## config.mk

```make
export PLATFORM = sky130hd
export DESIGN_NAME = adc_stream_capture
export DESIGN_NICKNAME = d
export VERILOG_FILES = /design/src/rtl/adc_stream_capture.sv
export SDC_FILE = /design/constraint.sdc
export NUM_CORES = 1
export LEC_CHECK = 0
export BUFFER_PORTS_ARGS = -buffer_cell sky130_fd_sc_hd__buf_4
export CORE_ASPECT_RATIO = 0.7
export CORE_MARGIN = 2
export CORE_UTILIZATION = 45
export CTS_CLUSTER_SIZE = 12
export DETAILED_ROUTE_END_ITERATION = 8
export GPL_TIMING_DRIVEN = 1
export RECOVER_POWER = 100
export SETUP_SLACK_MARGIN = 0.05
export SYNTH_ARGS = -nofsm -noshare
export SYNTH_HDL_FRONTEND = slang
export SYNTH_SLANG_ARGS = --single-unit
```

## constraint.sdc

```tcl
create_clock -name aclk -period 5.1 [get_ports aclk]
set_input_delay 0.51 -clock aclk [delete_from_list [all_inputs] [get_ports aclk]]
set_output_delay 0.51 -clock aclk [all_outputs]
set_load 0.02 [all_outputs]
```

## src/rtl/adc_stream_capture.sv

```systemverilog
// rtl/adc_stream_capture.sv - dual-channel ADC capture into framed AXI-Stream words,
// with over-range stretching and an IDELAY reset pulse generator.
module adc_stream_capture #(
  parameter int DATA_WIDTH     = 14,
  parameter int FRAME_LEN      = 1024,
  parameter int FIFO_DEPTH     = 16,
  parameter int OR_HOLD        = 1024,
  parameter int DLY_RST_CYCLES = 8
) (
  input  logic                  aclk,
  input  logic                  areset,
  input  logic [DATA_WIDTH-1:0] adc_data_a,
  input  logic [DATA_WIDTH-1:0] adc_data_b,
  input  logic                  adc_or_a,
  input  logic                  adc_or_b,
  input  logic                  data_en,
  input  logic                  delay_rst,
  output logic [1:0]            adc_or_state,
  output logic                  idelay_rst,
  output logic                  overflow,
  output logic [31:0]           m_axis_tdata,
  output logic                  m_axis_tvalid,
  output logic                  m_axis_tlast,
  input  logic                  m_axis_tready
);

  localparam int CW  = $clog2(FRAME_LEN);
  localparam int AW  = $clog2(FIFO_DEPTH);
  localparam int PW  = AW + 1;
  localparam int OW  = $clog2(OR_HOLD + 1);
  localparam int DW  = $clog2(DLY_RST_CYCLES + 1);
  localparam int EXT = 16 - DATA_WIDTH;
  localparam logic [CW-1:0] LAST = CW'(FRAME_LEN - 1);

  typedef enum logic [1:0] {IDLE, STREAM, DRAIN} state_t;

  state_t          state_q, state_d;
  logic [CW-1:0]   cnt_q, cnt_d;
  logic [31:0]     word_q, word_d;
  logic            last_q, last_d, push_q, push_d;
  logic [PW-1:0]   wr_q, wr_d, rd_q, rd_d;
  logic [32:0]     mem_q [FIFO_DEPTH];
  logic            ovf_q, ovf_d, en_prev_q, en_prev_d, dly_prev_q, dly_prev_d;
  logic [OW-1:0]   or_a_cnt_q, or_a_cnt_d, or_b_cnt_q, or_b_cnt_d;
  logic [DW-1:0]   dly_cnt_q, dly_cnt_d;

  logic            cap, is_last, empty, full, pop, wr_en, drop;
  logic [32:0]     head;

  // A sample is taken whenever enabled, or mid-frame so that frames are never cut short.
  always_comb begin
    cap     = data_en | ((state_q != IDLE) && (cnt_q != '0));
    is_last = (cnt_q == LAST);
    state_d = state_q;
    cnt_d   = cnt_q;
    if (cap) begin
      cnt_d = is_last ? '0 : cnt_q + CW'(1);
      if (data_en)      state_d = STREAM;
      else if (is_last) state_d = IDLE;
      else              state_d = DRAIN;
    end else begin
      state_d = IDLE;
      cnt_d   = '0;
    end
    word_d = cap ? {{EXT{adc_data_b[DATA_WIDTH-1]}}, adc_data_b,
                    {EXT{adc_data_a[DATA_WIDTH-1]}}, adc_data_a} : word_q;
    push_d = cap;
    last_d = cap & is_last;
  end

  always_comb begin
    empty = (wr_q == rd_q);
    full  = (wr_q[AW] != rd_q[AW]) && (wr_q[AW-1:0] == rd_q[AW-1:0]);
    pop   = !empty && m_axis_tready;
    wr_en = push_q && (!full || pop);
    drop  = push_q && full && !pop;
    wr_d  = wr_q + PW'(wr_en);
    rd_d  = rd_q + PW'(pop);
    head  = mem_q[rd_q[AW-1:0]];
    en_prev_d  = data_en;
    dly_prev_d = delay_rst;
    ovf_d = (ovf_q & ~(data_en & ~en_prev_q)) | drop;
  end

  always_comb begin
    or_a_cnt_d = adc_or_a ? OW'(OR_HOLD) : (or_a_cnt_q != '0) ? or_a_cnt_q - OW'(1) : or_a_cnt_q;
    or_b_cnt_d = adc_or_b ? OW'(OR_HOLD) : (or_b_cnt_q != '0) ? or_b_cnt_q - OW'(1) : or_b_cnt_q;
    if (delay_rst && !dly_prev_q) dly_cnt_d = DW'(DLY_RST_CYCLES);
    else if (dly_cnt_q != '0)     dly_cnt_d = dly_cnt_q - DW'(1);
    else                          dly_cnt_d = dly_cnt_q;
  end

  always_ff @(posedge aclk or posedge areset) begin
    if (areset) begin
      state_q    <= IDLE;
      cnt_q      <= '0;
      word_q     <= '0;
      last_q     <= 1'b0;
      push_q     <= 1'b0;
      wr_q       <= '0;
      rd_q       <= '0;
      ovf_q      <= 1'b0;
      en_prev_q  <= 1'b0;
      dly_prev_q <= 1'b0;
      or_a_cnt_q <= '0;
      or_b_cnt_q <= '0;
      dly_cnt_q  <= '0;
    end else begin
      state_q    <= state_d;
      cnt_q      <= cnt_d;
      word_q     <= word_d;
      last_q     <= last_d;
      push_q     <= push_d;
      wr_q       <= wr_d;
      rd_q       <= rd_d;
      ovf_q      <= ovf_d;
      en_prev_q  <= en_prev_d;
      dly_prev_q <= dly_prev_d;
      or_a_cnt_q <= or_a_cnt_d;
      or_b_cnt_q <= or_b_cnt_d;
      dly_cnt_q  <= dly_cnt_d;
    end
  end

  // Storage needs no reset: the head is masked whenever the FIFO is empty.
  always_ff @(posedge aclk) begin
    if (wr_en) mem_q[wr_q[AW-1:0]] <= {last_q, word_q};
  end

  assign m_axis_tvalid = !empty;
  assign m_axis_tdata  = empty ? 32'd0 : head[31:0];
  assign m_axis_tlast  = !empty && head[32];
  assign overflow      = ovf_q;
  assign adc_or_state  = {or_a_cnt_q != '0, or_b_cnt_q != '0};
  assign idelay_rst    = (dly_cnt_q != '0);

endmodule

```

==> summary.md, run 1 <==
| Metric | Value |
|---|---|
| Status | finished, violations left |
| Failing checks | max-capacitance violations, max-slew violations |
| Crit path max fanout | 58 |
| DRT iter0 DRCs | 1071 |
| Routed WL per cell | 23.9 µm |
| Row Count | 67 |
| Power per cell area | 622 nW/µm² |
| Routability congestion estimate | 0.727 |
| RSZ-0062 raised after global routing | false |
| Worst path max stage delay | 0.90 ns |
| Final hold vios | 0 |
| Crit start category | flip-flop |
| # nets final | 1382 |
| Die width | 266 µm |
| Clock root cell | clkbuf_16 |
| Flop pwr share | 0.440 |
| # clock sinks | 545 |
| Top layer in use | met4 |
| Yosys warnings | 0 |
| TritonCTS Buffers | 53 |
| Crit path arrival time | 3.76 ns |
| Slowest CP cell | and2_4 |
| Synthesis-stage register bit count | 545 |
| Setup violations, final | 0 |
| Setup ws final | 0.831 ns |
| Pre-antenna DRT Iters | 7 |
| Rel. slew slack | -0.567 |
| # IOs | 73 |
| Clock Skew | 0.0222 ns |
| Syn Inst Count | 1242 |
| Mean Syn Cell Area | 17.4 µm² |
| Worst-path clk slew | 0.06 ns |
| CTS tree | built |
| Core area | 47700 µm² |
| Buffers inserted by post-CTS timing repair | 0 |
| FFs w/ async S/R, synth | 0.149 |
| Final Core Density | 0.508 |
| Syn_nets | 1289 |
| Via count | 11400 |
| Fin crit share | 0.837 |
| H-Tree Depth | 2 |
| Dpl ws | 1.74 ns |
| Full die area | 49900 µm² |
| Initial Util | 0.454 |
| Skew-Pair Late Insertion Delay | 0.59 ns |
| Syn Std Cell Area | 21700 µm² |
| Worst Setup End Kind | output port |
| Worst slew pin tran | 2.34 ns |
| HPWL after DPL | 26.4 mm |
| Die height | 188 µm |
| Layout cells sized above 1 | 0.130 |
| Fmax | 234 MHz |
| Total congestion overflow | 0 |
| Critical Path RT | 4.59 ns |
| Area growth, synth to finish | 11.9% |
| Initial antenna violation count | 0 |
| DRC viols | 0 |
| First-pass GRT wire length | 72.1 mm |
| Synth Flop Type | edfxtp_1 |
| Internal | 9.77 mW |
| Final ANT Viol Nets | 0 |
| Clock share of power | 0.243 |
| Switching Share | 0.351 |
| Setup CP Type | reg -> out |
| Vias in the first global route | 11300 |
| Met3 routed WL | 3.07 mm |
| DRT met1 WL | 22.7 mm |
| Number of library cell types mapped by synthesis | 51 |
| Hold buffer count at CTS | 1 |
| Port Buf Inserts | 72 |
| VDD IR max | 0.451 mV |
| Total negative slack | 0 ns |
| Net switching power | 5.29 mW |
| Via/cell ratio | 5.68 |
| Hold/Removal Path Class | in -> reg |
| Final min period | 4.27 ns |
| Slew Limit Fails | 147 |
| Max-Cap Viols | 9 |
| Combinational fraction of design power | 0.317 |
| Clock buffer depth | 3 |
| Worst-path cell chain | clkbuf_2 > and2_4 > a221oi_1 > o21ai_0 > a21oi_1 > clkbuf_1 |
| Seq/Total Area, Yosys | 0.737 |
| Leakage | 8.38 nW |
| CTS resizes | 0 |
| WL final | 47.9 mm |
| Diode count | 0 |
| Post-synth EDFFs | 464 |
| Met2 WL | 21.1 mm |
| Largest net degree at the start of global routing | 129 |
| Gr usage total | 0.193 |
## synthesized netlist by cell type (all sizes together) (8+ instances only)
master    n  area [µm²]
clkbuf   27         101
nor2     36         143
o21ai    32         160
xor2     12         105
nand3    40         200
edfxtp  464       13900
nand2b    8        50.1
nor2b     8        50.1
buf      47         318
nor4     10        98.8
a22oi    58         435
mux2i   174        1740
dfrtp    81        2030
nor3     16        80.1
mux4     29         653
mux2     28         315
inv      16        60.1
xnor2    20         175
a221oi   29         254
ha       12         150
a21oi    40         200
nand2    10        37.5
## routing by layer
metal,track usage,vias up
met3,0.0316,66
met4,0.0497,0
met5,0,-
met2,0.282,347
li1,-,5117
met1,0.303,5827
## flip-flops by register name (all words and copies together), names as in the netlist
name,cells
cnt_q,10
dly_cnt_q,4
dly_prev_q,1
en_prev_q,1
last_q,1
mem_q,464
or_a_cnt_q,11
or_b_cnt_q,11
overflow,1
push_q,1
rd_q,5
state_q,2
word_q,28
wr_q,5
## stage by stage
stage          power [mW]  area (µm²)  hold slack (ns)  cells
2_1_floorplan        10.0       21700            0.466   1242
3_3_place_gp         11.8       23000            0.486   1900
3_5_place_dp         11.9       23000            0.490   1900
4_1_cts              15.6       24600           0.0235   1999
5_1_grt              15.8       24200           0.0516   1999
6_report             15.1       24200           0.0690   1999
## area by class of cell
cell class                 instances  area (µm²)
clock buffer                      91        1530
clock inverter                     7        60.1
fill                            3947       23500
inverter                          16        61.3
multi-input combinational        607        5200
sequential                       545       16000
tap                              621         777
timing repair buffer             112         624
## logic make-up (layout without fill, tap and decap cells)
group / after synthesis / count (layout) / synth area share
AOI/OAI and AO/OA: 181 / 181 / 0.0570
adders and majority gates: 12 / 12 / 0.00693
muxes: 231 / 231 / 0.125
xor gates and xnor gates: 32 / 32 / 0.0129
buffers and inverters: 90 / 226 / 0.0221
and+or+nand+nor: 151 / 151 / 0.0388
DFF: 545 / 545 / 0.737
## worst max-delay path: cells and delay by family, from the launching register on
kind,cells,cell delay (ns)
simple gates,1,0.90
buf+inv,2,1.02
compound gates,3,0.60
flops,1,0.60
## power groups by stage
stage / Sequential [mW] / Clock (mW) / Combinational [mW]
3_3_place_gp: 6.67 / 0 / 5.13
5_1_grt: 6.74 / 3.91 / 5.19
6_report: 6.63 / 3.66 / 4.77
4_1_cts: 6.63 / 3.74 / 5.19
3_5_place_dp: 6.72 / 0 / 5.17
2_1_floorplan: 6.44 / 0 / 3.60
## path summary, 6_finish.rpt
| check | from | endpoint | slack (ns) | depth (start not counted) |
|---|---|---|---|---|
| max in group asynchronous | areset | or_b_cnt_q[6]$_DFFE_PP0P_ | 2.22 | 4 |
| worst max-delay path | rd_q[1]$_DFF_PP0_ | m_axis_tdata[0] | 0.83 | 6 |
| worst min-delay path | delay_rst | dly_prev_q$_DFF_PP0_ | 0.07 | 1 |
| worst max register to register | rd_q[0]$_DFF_PP0_ | mem_q[15][16]$_DFFE_PP_ | 0.91 | 5 |
| min in group asynchronous | areset | cnt_q[3]$_DFF_PP0_ | 0.95 | 3 |
| worst min register to register | or_a_cnt_q[10]$_DFFE_PP0P_ | or_a_cnt_q[10]$_DFFE_PP0P_ | 0.50 | 1 |
## cell usage in the layout, fill, tap and decap left out, drive strengths merged, types with 12 or more instances in the layout
cell,synthesis,layout
clkbuf,27,160
ha,12,12
dfrtp,81,81
xor2,12,12
nor3,16,16
buf,47,42
a221oi,29,29
a22oi,58,58
nor2,36,36
mux4,29,29
mux2,28,28
xnor2,20,20
a21oi,40,40
o21ai,32,32
mux2i,174,174
nand3,40,40
edfxtp,464,464
inv,16,16
Power figures use the tool's default switching activity.
==> inputs of run 2 (changes only) <==
- clock period: 5.1 -> 4.4 ns (I/O delays scaled with it)
==> run 2 against run 1 <==
  * The run still ends with max-capacitance violations, max-slew violations left
  * Sequential power up 16%
  * Combinational power up 16%
  * Clock skew is 0.010 ns lower
  * Via count shrank 0.56%
==> summary.md, run 2 (synthesis results as in run 1) <==
| Metric | Value |
|---|---|
| Status | finished, violations left |
| Failing checks | max-capacitance violations, max-slew violations |
| Initial antenna violation count | 0 |
| Final hold vios | 0 |
| Crit path max fanout | 22 |
| Rel. slew slack | -0.582 |
| Largest net degree at the start of global routing | 84 |
| Via count | 11300 |
| DRT iter0 DRCs | 1087 |
| Worst-path clk slew | 0.06 ns |
| Routing usage on met3 | 0.0323 |
| HPWL after DPL | 27.0 mm |
| Worst slew pin tran | 2.36 ns |
| Critical Path RT | 3.96 ns |
| Max reg flops | 464 |
| Hold/Removal Path Class | in -> reg |
| Die width | 266 µm |
| Worst-path cell chain | buf_4 > xnor2_1 > nand4_1 > nor2_4 > buf_4 > a21oi_1 > clkbuf_1 |
| Slowest CP cell | dfrtp_1 |
| Clock Skew | 0.0119 ns |
| CTS resizes | 0 |
| Core area | 47700 µm² |
| Tot Pwr | 17.5 mW |
| # IOs | 73 |
| Vias in the first global route | 11200 |
| Most common cell on crit path | buf_4 |
| Grt peak-use layer | met1 |
| Crit path arrival time | 3.49 ns |
| Pre-antenna DRT Iters | 5 |
| Met1 usage | 0.294 |
| Fmax | 255 MHz |
| Fin crit share | 0.892 |
| Commonest non-fill, non-tap cells in the layout | 464 x edfxtp_1, 174 x mux2i_1, 80 x clkbuf_1 |
| H-Tree Depth | 2 |
| Via/cell ratio | 5.63 |
| Layout cells sized above 1 | 0.146 |
| Final min period | 3.93 ns |
| FILL cells | 3955 |
| Met2 usage | 0.289 |
| RSZ-0062 raised after global routing | false |
| Diode count | 0 |
| Power per cell area | 719 nW/µm² |
| CTS tree | built |
| Area of the multi-input gates | 5200 µm² |
| Initial Util | 0.454 |
| VDD IR max | 0.449 mV |
| Skew-Pair Late Insertion Delay | 0.58 ns |
| Clock buffer depth | 3 |
| # nets final | 1389 |
| Area growth, synth to finish | 12.2% |
| Total congestion overflow | 0 |
| Commonest non-fill, non-tap cell in the layout | edfxtp_1 |
| Final ANT Viol Nets | 0 |
| Die height | 188 µm |
| WL final | 47.5 mm |
| Worst path max stage delay | 0.75 ns |
| # clock sinks | 545 |
| Setup CP Type | reg -> out |
| First-pass GRT wire length | 71.8 mm |
| Slew Limit Fails | 70 |
| Leakage | 8.46 nW |
| Clock root cell | clkbuf_16 |
| DRC viols | 0 |
| Routed WL per cell | 23.7 µm |
| Full die area | 49900 µm² |
| Total negative slack | 0 ns |
| Port Buf Inserts | 72 |
| Row Count | 67 |
| R2R Setup Slk | 0.69 ns |
| Routability congestion estimate | 0.732 |
| Crit start category | flip-flop |
| Gr usage total | 0.192 |
| Sequential Area | 16000 µm² |
| TritonCTS Buffers | 53 |
| Setup violations, final | 0 |
| Max-Cap Viols | 2 |
| Worst Setup End Kind | output port |
==> run 2: worst paths after layout <==
kind                            cells after the start                       start                    endpoint
worst min register to register                      1  or_b_cnt_q[10]$_DFFE_PP0P_  or_b_cnt_q[10]$_DFFE_PP0P_
max in group asynchronous                           4                      areset           rd_q[0]$_DFF_PP0_
worst max register to register                      6           rd_q[3]$_DFF_PP0_       mem_q[9][8]$_DFFE_PP_
worst min-delay path                                2               adc_data_b[0]      word_q[16]$_DFFE_PP0P_
worst max-delay path                                7           rd_q[3]$_DFF_PP0_             m_axis_tdata[4]
min in group asynchronous                           3                      areset          cnt_q[2]$_DFF_PP0_
==> run 2: metal layers <==
metal  up-vias  wire length (µm)
met5         -                 0
met4         0               748
met3        57              2320
met2       246             21700
met1      5867             22800
li1       5123                 -
==> run 2: repair_timing <==
action / 4_1_cts / 5_1_grt
endpoints found under the hold margin: 29 / 0
buffers inserted: 0 / 0
hold buffers: 2 / 0
==> run 2: metrics by stage <==
stage	setup WS (ns)	instances	hold slack, ns	util	area (µm²)
3_5_place_dp	1.19	1906	0.487	0.483	23000
3_3_place_gp	1.19	1906	0.483	0.483	23000
5_1_grt	0.318	2006	0.0635	0.510	24300
4_1_cts	0.583	2006	0.0156	0.517	24700
6_report	0.474	2006	0.0764	0.510	24300
2_1_floorplan	-0.105	1242	0.466	-	21700
==> run 2: critical path: cells and delay by family (launching register included) <==
family                 cells  cell delay (ns)
buffers and inverters      3             1.03
AND/OR/NAND/NOR            2             0.84
flip-flops                 1             0.75
XOR/XNOR                   1             0.17
AO/OA/AOI/OAI              1             0.09
==> run 2: power by group <==
| group | switching, mW | internal, mW |
|---|---|---|
| combinational | 3.50 | 2.03 |
| clock | 1.84 | 2.39 |
| sequential | 0.805 | 6.91 |
==> run 2: layout make-up <==
type	instances	share of cell area
Multi-Input combinational cell	607	0.214
Inverter	16	0.00252
Tap cell	621	0.0320
Sequential cell	545	0.657
Clock buffer	93	0.0641
Clock inverter	5	0.00124
Timing Repair Buffer	119	0.0291
